$ cat src/rtl/counting_pkg.sv
// Shared constants and helpers for the ring-oscillator frequency meter.
`timescale 1ns/1ps
package counting_pkg;

  localparam int GATE_CYCLES_DEF = 256;
  localparam int COUNT_W_DEF     = 16;

  // Width of the generic arithmetic used by sat_inc. Callers zero-extend into it.
  localparam int SAT_W = 64;

  function automatic logic [SAT_W-1:0] sat_inc(input logic [SAT_W-1:0] val,
                                               input logic [SAT_W-1:0] max_val,
                                               input logic             inc);
    if (inc && (val < max_val)) begin
      return val + SAT_W'(1);
    end
    return val;
  endfunction

endpackage

$ cat src/rtl/ring_sync_edge.sv
// Brings the free-running ring output into the clk domain and flags its rising edges.
`timescale 1ns/1ps
module ring_sync_edge (
  input  logic clk,
  input  logic rst,
  input  logic async_in,
  output logic rise_pulse
);

  logic s1_d, s2_d, s3_d;
  logic s1_q, s2_q, s3_q;

  always_comb begin
    s1_d = async_in;
    s2_d = s1_q;
    s3_d = s2_q;
  end

  // s1/s2 form the synchronizer; s3 is the one-cycle history for edge detect.
  always_ff @(posedge clk or posedge rst) begin
    if (rst) begin
      s1_q <= 1'b0;
      s2_q <= 1'b0;
      s3_q <= 1'b0;
    end else begin
      s1_q <= s1_d;
      s2_q <= s2_d;
      s3_q <= s3_d;
    end
  end

  assign rise_pulse = s2_q & ~s3_q;

endmodule

$ cat src/rtl/counting_circuit.sv
// Ring-oscillator frequency meter: counts synchronized rising edges of Ring_in
// over a fixed gate window and publishes the saturated count at window end.
`timescale 1ns/1ps
module counting_circuit
  import counting_pkg::*;
#(
  parameter int GATE_CYCLES = GATE_CYCLES_DEF,
  parameter int COUNT_W     = COUNT_W_DEF
) (
  input  logic               clk,
  input  logic               rst,
  input  logic               Ring_in,
  output logic [COUNT_W-1:0] value_out
);

  localparam int GATE_W = (GATE_CYCLES > 1) ? $clog2(GATE_CYCLES) : 1;
  localparam logic [GATE_W-1:0] GATE_LAST = GATE_W'(GATE_CYCLES - 1);
  localparam logic [SAT_W-1:0]  COUNT_MAX = SAT_W'({COUNT_W{1'b1}});

  logic               rise;
  logic               window_end;
  logic [COUNT_W-1:0] edge_next;
  logic [GATE_W-1:0]  gate_cnt_d, gate_cnt_q;
  logic [COUNT_W-1:0] edge_cnt_d, edge_cnt_q;
  logic [COUNT_W-1:0] value_d, value_q;

  ring_sync_edge u_sync (
    .clk        (clk),
    .rst        (rst),
    .async_in   (Ring_in),
    .rise_pulse (rise)
  );

  // An edge detected in the closing cycle is folded into the published value.
  always_comb begin
    window_end = (gate_cnt_q == GATE_LAST);
    edge_next  = COUNT_W'(sat_inc(SAT_W'(edge_cnt_q), COUNT_MAX, rise));
    gate_cnt_d = window_end ? '0 : gate_cnt_q + GATE_W'(1);
    edge_cnt_d = window_end ? '0 : edge_next;
    value_d    = window_end ? edge_next : value_q;
  end

  always_ff @(posedge clk or posedge rst) begin
    if (rst) begin
      gate_cnt_q <= '0;
      edge_cnt_q <= '0;
      value_q    <= '0;
    end else begin
      gate_cnt_q <= gate_cnt_d;
      edge_cnt_q <= edge_cnt_d;
      value_q    <= value_d;
    end
  end

  assign value_out = value_q;

endmodule

$ cat config.mk
export PLATFORM = sky130hd
export DESIGN_NAME = counting_circuit
export DESIGN_NICKNAME = d
export VERILOG_FILES = /design/src/rtl/counting_pkg.sv /design/src/rtl/ring_sync_edge.sv /design/src/rtl/counting_circuit.sv
export SDC_FILE = /design/constraint.sdc
export NUM_CORES = 1
export LEC_CHECK = 0
export BUFFER_PORTS_ARGS = -buffer_cell sky130_fd_sc_hd__buf_2
export CAP_MARGIN = 20
export CELL_PAD_IN_SITES_DETAIL_PLACEMENT = 1
export CELL_PAD_IN_SITES_GLOBAL_PLACEMENT = 2
export CORE_MARGIN = 2
export CORE_UTILIZATION = 40
export CTS_CLUSTER_SIZE = 40
export DETAILED_ROUTE_END_ITERATION = 7
export PLACE_DENSITY = 0.93
export SETUP_SLACK_MARGIN = 0.4
export SLEW_MARGIN = 30
export SYNTH_ARGS = -nofsm -noshare
export SYNTH_HDL_FRONTEND = slang
export SYNTH_HIERARCHICAL = 1
export SYNTH_SLANG_ARGS = --single-unit
export TNS_END_PERCENT = 5
$ cat constraint.sdc
create_clock -name clk -period 5.62 [get_ports clk]
set_input_delay 1.124 -clock clk [delete_from_list [all_inputs] [get_ports clk]]
set_output_delay 1.124 -clock clk [all_outputs]
set_load 0.03 [all_outputs]
* Word level (Yosys, flattened, before mapping)
Index checks and enable logic that the tools add are counted.
** Word-level totals
- Bits in registers :: 43
- Input bits :: 3
- Word-level logic and storage cells :: 18
** Cells by class
- Add/sub/neg operators :: 2
- $lt $le $gt $ge :: 1
- Equality and inequality tests :: 1
- Multiplexer cells :: 5
- Bitwise gates (word level) :: 2
- Reduce and logical (&&, ||, !) cells :: 1
** Operators with widths (count)
- $mux W16 :: 3
- $add A16 B1 Y16 const B :: 1
- $lt A16 B16 Y1 const B :: 1
- $add A8 B1 Y8 const B :: 1
- $eq A8 B8 Y1 const B :: 1
- $mux W8 :: 1
- $and A1 B1 Y1 :: 1
- $logic_and A1 B1 Y1 :: 1
- $mux W1 :: 1
- $not A1 Y1 :: 1

* Logic depth before layout (Yosys ltp)
Gate-level depths: netlist of run 1.
- Word-level depth :: 6
- Depth in mapped cells :: 6
- Depth with buffers taken out :: 5

* Modules after synthesis
The synthesis of run 1 kept the hierarchy.
** Modules (own cells, without submodules)
- counting_circuit :: times used 1, cells an instance 189, area each 1868.0 um^2, sequential area each 1001.0 um^2
- ring_sync_edge :: times used 1, cells an instance 5, area each 92.6 um^2, sequential area each 75.1 um^2

* Worst setup path before layout of run 1
OpenSTA, ideal clock, no wires.
- Kind :: register -> register
- From :: register u_sync.s3_q
- To :: register value_q[15] (netlist: value_out[15])
- Library setup time :: 0.082 ns
- Arrival :: 1.683 ns
- Setup slack :: 3.855 ns
- Stages on the path, launching flop included :: 7
- Buffers on the path :: 1
- Clock period less this slack :: 1.765 ns
- Cells stage by stage :: dfrtp_1 nor2b_4 buf_2 nand4_1 or4_1 or3_1 a31oi_1
** Between the ends
- Longest elaborated chain between the ends :: 5
** Ends and longest elaborated chain
- from (decl) :: line ring_sync_edge.sv:11 : logic s1_q, s2_q, s3_q;
- from (signal assigned) :: line ring_sync_edge.sv:24 : s3_q <= 1'b0;
- from (signal assigned) :: line ring_sync_edge.sv:28 : s3_q <= s3_d;
- $not A1 Y1 :: line ring_sync_edge.sv:32 : assign rise_pulse = s2_q & ~s3_q;
- $and A1 B1 Y1 :: line ring_sync_edge.sv:32
- via rise :: line counting_circuit.sv:20 : logic rise;
- $logic_and A1 B1 Y1 :: line counting_pkg.sv:14 : if (inc && (val < max_val)) begin
- $mux W1 :: line counting_pkg.sv:14
- $mux W16 :: line counting_pkg.sv:17 : return val;
- to (signal assigned) :: line counting_circuit.sv:51 : value_q <= value_d;
- to (decl) :: line counting_circuit.sv:25 : logic [COUNT_W-1:0] value_d, value_q;
The timed path passes the listed nets, and every way through them passes these cells.
A chain may end at the register's enable or synchronous reset.

* Worst setup path in the final report of run 1
- From :: register edge_cnt_q[0]
- To :: register value_q[4] (netlist: value_out[4])
** Between the ends
- Longest elaborated chain between the ends :: 4
** Ends and longest elaborated chain
- from (decl) :: line counting_circuit.sv:24 : logic [COUNT_W-1:0] edge_cnt_d, edge_cnt_q;
- from (signal assigned) :: line counting_circuit.sv:50 : edge_cnt_q <= edge_cnt_d;
- $lt A16 B16 Y1 :: line counting_pkg.sv:14
- $logic_and A1 B1 Y1 :: line counting_pkg.sv:14
- $mux W1 :: line counting_pkg.sv:14
- $mux W16 (*) :: line counting_pkg.sv:17
Mark *: on every way between the ends. The rest lies on a longest branch, timed or not. The select of a mux whose other input is x is not followed.

==> qor.csv, run 1 <==
metric;value;unit
# setup viols final;0;
Core ar.;4720;um2
RSZ-0062 raised after global routing;false;
Clock Latency Late Sink;0.30;ns
vias;1541;
YS warnings;6;
Yosys top cell area share;54.9;%
crit end category;register;
CTS Root Cell;clkbuf_8;
layout cells sized above 1;16.7;%
Placement Cell Area;2130;um2
Post-CTS Hold Buffers;0;
Synth cell types;34;
TritonCTS buffer count;5;
flops & latches, synth;43;
setup TNS;0;ns
Crit Path Class;register to register;
# port buffers;18;
design area;2230;um2
worst-margin pin slew;0.672;ns
total die area;5480;um2
initial antenna violation count;0;
Resized Gates After CTS;0;
crit path max fanout;8;
Worst VDD drop;0.120;mV
largest cells by area after synthesis;dfrtp_1, a31oi_1, nor2_1;
DRC viols;0;
Ant. Diodes;0;
max-cap violation count;0;
worst r2r path cells;5;
count leader, synth;dfrtp_1;
fill count;561;
pwr dens;271;nW/um2
Synth Net Count;199;
gpl congestion;0.827;
Post-synth EDFFs;0;
final core occ;47.3;%
width of the die;74.0;um
Core Rows;25;
Final nets;220;
# clock sinks;43;
count of non-filler cells in the finished layout;283;
final hold violations;0;
Mapped Area;1960;um2
placed cell count;275;
Starting Density;41.5;%
Synth area leader;dfrtp_1;
ranking of synthesized cells by instance count;dfrtp_1, nor2_1, nand2_1;
WP data arrival;2.41;ns
asr flop ratio synth;100;%
FMAX;456;MHz
outcome;completed;
period utilization;39.0;%
Post-Syn Instances;194;
minimum clock period;2.19;ns
Hold WS;0.358;ns
fin. max-slew vios;0;
largest net degree at the start of global routing;41;
HP Class;register to register;
startpoint types;register;
HPWL Detailed;2960;um
relative slew slack;54.9;%
leakage;0.991;nW
wirelength, routed;4130;um
gr ovfl total;0;
clock skew;0.00368;ns
# Post-CTS Setup Buffers;0;
vias in the first global route;1499;
vias per cell;5.45;
Synth Flop Type;dfrtp_1;
height of the die;74.0;um
H-tree lvl count;2;
drt wl/cell;14.6;um
Worst Hold Depth;0;
Worst-path clk slew;0.07;ns
Starting DRT DRC Count;53;
drt pass-1 iters;4;
gr usage total;16.8;%
first-pass GRT wire length;6950;um
Syn Area/Cell;10.1;um2
CTS Buffer Depth;2;
I/O pin cnt;19;
synthesis-to-finish area growth;13.8;%
Seq/Total Area, Yosys;54.9;%
TritonCTS clock tree;done;
Worst EP required;5.84;ns
antenna-violating nets left;0;
==> cell type report <==
cell class                      count  area, um2  area share (%)
Multi-Input combinational cell    139        845            37.8
Sequential cell                    43       1080            48.2
Clock buffer                        8        100            4.48
Tap cell                           67       83.8            3.76
Inverter                            6       22.5            1.01
Timing Repair Buffer               20        105            4.71
==> logic make-up after synthesis <==
kind of cell	share of synthesized area (%)
simple gates	25.1
compound gates	13.6
flops	54.9
buf+inv	2.36
xor+xnor	2.23
fa+ha+maj	1.28
mux	0.511
==> cells in the final DEF (no fill, tap or decap) <==
cell type and n:
a21oi_1 13, a31oi_1 13, and2_1 3, and3_1 1, and4_1 2, and4_2 1
buf_2 18, buf_4 2, clkbuf_1 1, clkbuf_8 7, dfrtp_1 43, ha_1 2
inv_1 6, mux2i_1 1, nand2_1 17, nand3_1 5, nand3b_1 1, nand4_1 8
nand4_2 2, nor2_1 20, nor2b_4 1, nor3_1 6, nor3_4 1, nor4_1 1
nor4_2 1, nor4_4 1, o2111ai_1 1, o21ai_0 10, o31ai_1 7, o41ai_1 1
or2_0 1, or2_2 2, or3_1 7, or4_1 5, xnor2_1 3, xor2_1 2
==> power by group <==
group / switching (mW) / internal, mW
Sequential: 0.0241 / 0.325
Clock: 0.101 / 0.112
Combinational: 0.0282 / 0.0142
==> per-layer routing <==
| layer | share of wire [%] | vias up | GRT usage (%) | routed length [um] |
|---|---|---|---|---|
| li1 | - | 754 | - | - |
| met5 | 0 | - | 0 | 0 |
| met4 | 1.5 | 0 | 6.06 | 60 |
| met1 | 49 | 764 | 22.8 | 2030 |
| met2 | 47 | 16 | 26.2 | 1920 |
| met3 | 2.7 | 7 | 4.47 | 112 |
==> final timing paths <==
check | start | to | slack (ns)
max in group asynchronous | rst | value_out[12] | 4.32
worst max register to register | edge_cnt_q[0] | value_out[4] | 3.43
worst min-delay path | u_sync/s1_q | u_sync/s2_q | 0.36
min in group asynchronous | rst | u_sync/s1_q | 0.68
worst min register to register | u_sync/s1_q | u_sync/s2_q | 0.36
worst max-delay path | edge_cnt_q[0] | value_out[4] | 3.43
==> registers in the layout, indices dropped and copies added, names as in the netlist <==
name,count
edge_cnt_q,16
value_out,16
gate_cnt_q,8
u_sync/s3_q,1
u_sync/s1_q,1
u_sync/s2_q,1
==> worst max-delay path: stages (launching register included) <==
cell and delay, ns:
dfrtp_1 0.42, ha_1 0.27, nand4_1 0.28, nor4_2 0.66, o21ai_0 0.25, a31oi_1 0.23
==> through the flow <==
stage          setup WS, ns  power, mW
3_5_place_dp           3.40      0.399
5_1_grt                3.22      0.632
6_report               3.43      0.604
4_1_cts                3.39      0.616
2_1_floorplan          3.58      0.381
3_3_place_gp           3.59      0.395
Note: power is estimated with default switching activity, not from simulation.
==> run 2, diff against run 1 <==
--- a/config.mk
+++ b/config.mk
@@ -10,10 +10,10 @@
 export CELL_PAD_IN_SITES_DETAIL_PLACEMENT = 1
 export CELL_PAD_IN_SITES_GLOBAL_PLACEMENT = 2
 export CORE_MARGIN = 2
-export CORE_UTILIZATION = 40
+export CORE_UTILIZATION = 37
 export CTS_CLUSTER_SIZE = 40
 export DETAILED_ROUTE_END_ITERATION = 7
-export PLACE_DENSITY = 0.93
+export PLACE_DENSITY = 0.87
 export SETUP_SLACK_MARGIN = 0.4
 export SLEW_MARGIN = 30
 export SYNTH_ARGS = -nofsm -noshare
==> constraint.sdc (replaced) <==
create_clock -name clk -period 2.13 [get_ports clk]
set_input_delay 0.426 -clock clk [delete_from_list [all_inputs] [get_ports clk]]
set_output_delay 0.426 -clock clk [all_outputs]
set_load 0.03 [all_outputs]
==> qor.csv, run 2 (synthesized netlist as in run 1, its figures left out) <==
metric;value;unit
outcome;completed;
vias in the first global route;1686;
TritonCTS clock tree;done;
width of the die;76.8;um
gpl congestion;0.784;
layout cells sized above 1;31.3;%
Crit Path Class;register to register;
gr usage total;16.5;%
CTS Buffer Depth;2;
leakage;1.07;nW
largest net degree at the start of global routing;44;
HP Start;Ring_in;
Setup crit start;edge_cnt_q[1];
vias;1603;
clock skew;0.00377;ns
Starting Density;38.4;%
Worst VDD drop;0.395;mV
max-cap violation count;0;
Starting DRT DRC Count;99;
initial antenna violation count;0;
# setup viols final;0;
Core Rows;26;
HP Class;input pin to register;
TritonCTS buffer count;5;
synthesis-to-finish area growth;24.6;%
FMAX;564;MHz
drt pass-1 iters;4;
DRC viols;0;
WP data arrival;2.00;ns
antenna-violating nets left;0;
H-tree lvl count;2;
crit end category;register;
Worst Hold Depth;1;
total die area;5900;um2
vias per cell;5.34;
relative slew slack;65.9;%
first-pass GRT wire length;7750;um
commonest non-fill, non-tap cell in the layout;dfrtp_1;
worst reg2reg path startpoint;edge_cnt_q[1];
Ant. Diodes;0;
worst-margin pin slew;0.512;ns
leading cell types in the layout, fill and taps excluded;dfrtp_1, nor2_1, buf_2;
I/O pin cnt;19;
Clock Latency Late Sink;0.30;ns
worst r2r path cells;7;
RSZ-0062 raised after global routing;true;
drt wl/cell;14.7;um
Core ar.;5110;um2
period utilization;83.3;%
HPWL Detailed;2990;um
# port buffers;18;
pwr dens;691;nW/um2
fill count;597;
count of non-filler cells in the finished layout;300;
setup TNS;0;ns
Final nets;234;
Placement Cell Area;2160;um2
Worst-path clk slew;0.07;ns
fin. max-slew vios;0;
final hold violations;0;
Worst EP required;2.36;ns
gr ovfl total;0;
# clock sinks;43;
height of the die;76.8;um
wirelength, routed;4400;um
CTS Root Cell;clkbuf_8;
placed cell count;279;
design area;2440;um2
crit path max fanout;10;
minimum clock period;1.77;ns
startpoint types;register;
==> run 2: per-stage QoR <==
step                utilization, %  total power [mW]  setup slack, ns  hold WS [ns]
floorplan                        -              1.01            0.409         0.180
global placement              42.2              1.04            0.319         0.302
detailed placement            42.2              1.05            0.238         0.309
CTS                           46.5              1.69            0.380         0.222
global route                  47.8              1.77            0.289         0.218
finish                        47.8              1.69            0.356         0.230
==> run 2: final cells by class <==
cell class | count | area (um2) | area share (%)
tap | 70 | 87.6 | 3.58
clock buffer | 8 | 100 | 4.10
inverter | 6 | 22.5 | 0.922
timing repair buffer | 34 | 229 | 9.37
sequential | 43 | 1090 | 44.5
multi-input combinational | 139 | 917 | 37.5
==> run 2: worst max-delay path, cell delays in order (launching register included) <==
cell,delay (ns)
dfrtp_2,0.44
ha_4,0.18
nand4_1,0.10
buf_6,0.14
nor4_4,0.04
buf_4,0.16
or4_4,0.48
a21oi_1,0.15
==> run 2: metal layers <==
layer	part of all wire (%)	up-vias	GRT usage (%)
met5	0	-	0
met4	1.7	0	6.55
met3	2.9	6	3.76
met2	48	19	27.9
met1	47	797	20.6
li1	-	781	-
==> run 2: report_power, final <==
group | internal (mW) | leakage, nW | total (mW) | switching (mW)
combinational | 0.103 | 0.458 | 0.217 | 0.114
clock | 0.296 | 0.0515 | 0.565 | 0.269
sequential | 0.861 | 0.557 | 0.906 | 0.0448
total | 1.26 | 1.07 | 1.69 | 0.428
==> run 2: repair_timing <==
item,4_1_cts,5_1_grt
hold buffers,1,0
pin swaps,4,7
setup endpoints to repair,28,30
gates cloned,0,0
endpoints found under the hold margin,3,0
buffers inserted,10,2
gates resized for setup,11,14
==> run 2: path summary, 6_finish.rpt <==
path	end	slack [ns]
worst max-delay path	edge_cnt_q[13]	0.36
worst min-delay path	u_sync/s1_q	0.23
worst max register to register	edge_cnt_q[13]	0.36
worst min register to register	u_sync/s2_q	0.35
max in group asynchronous	edge_cnt_q[5]	0.95
min in group asynchronous	u_sync/s1_q	0.54
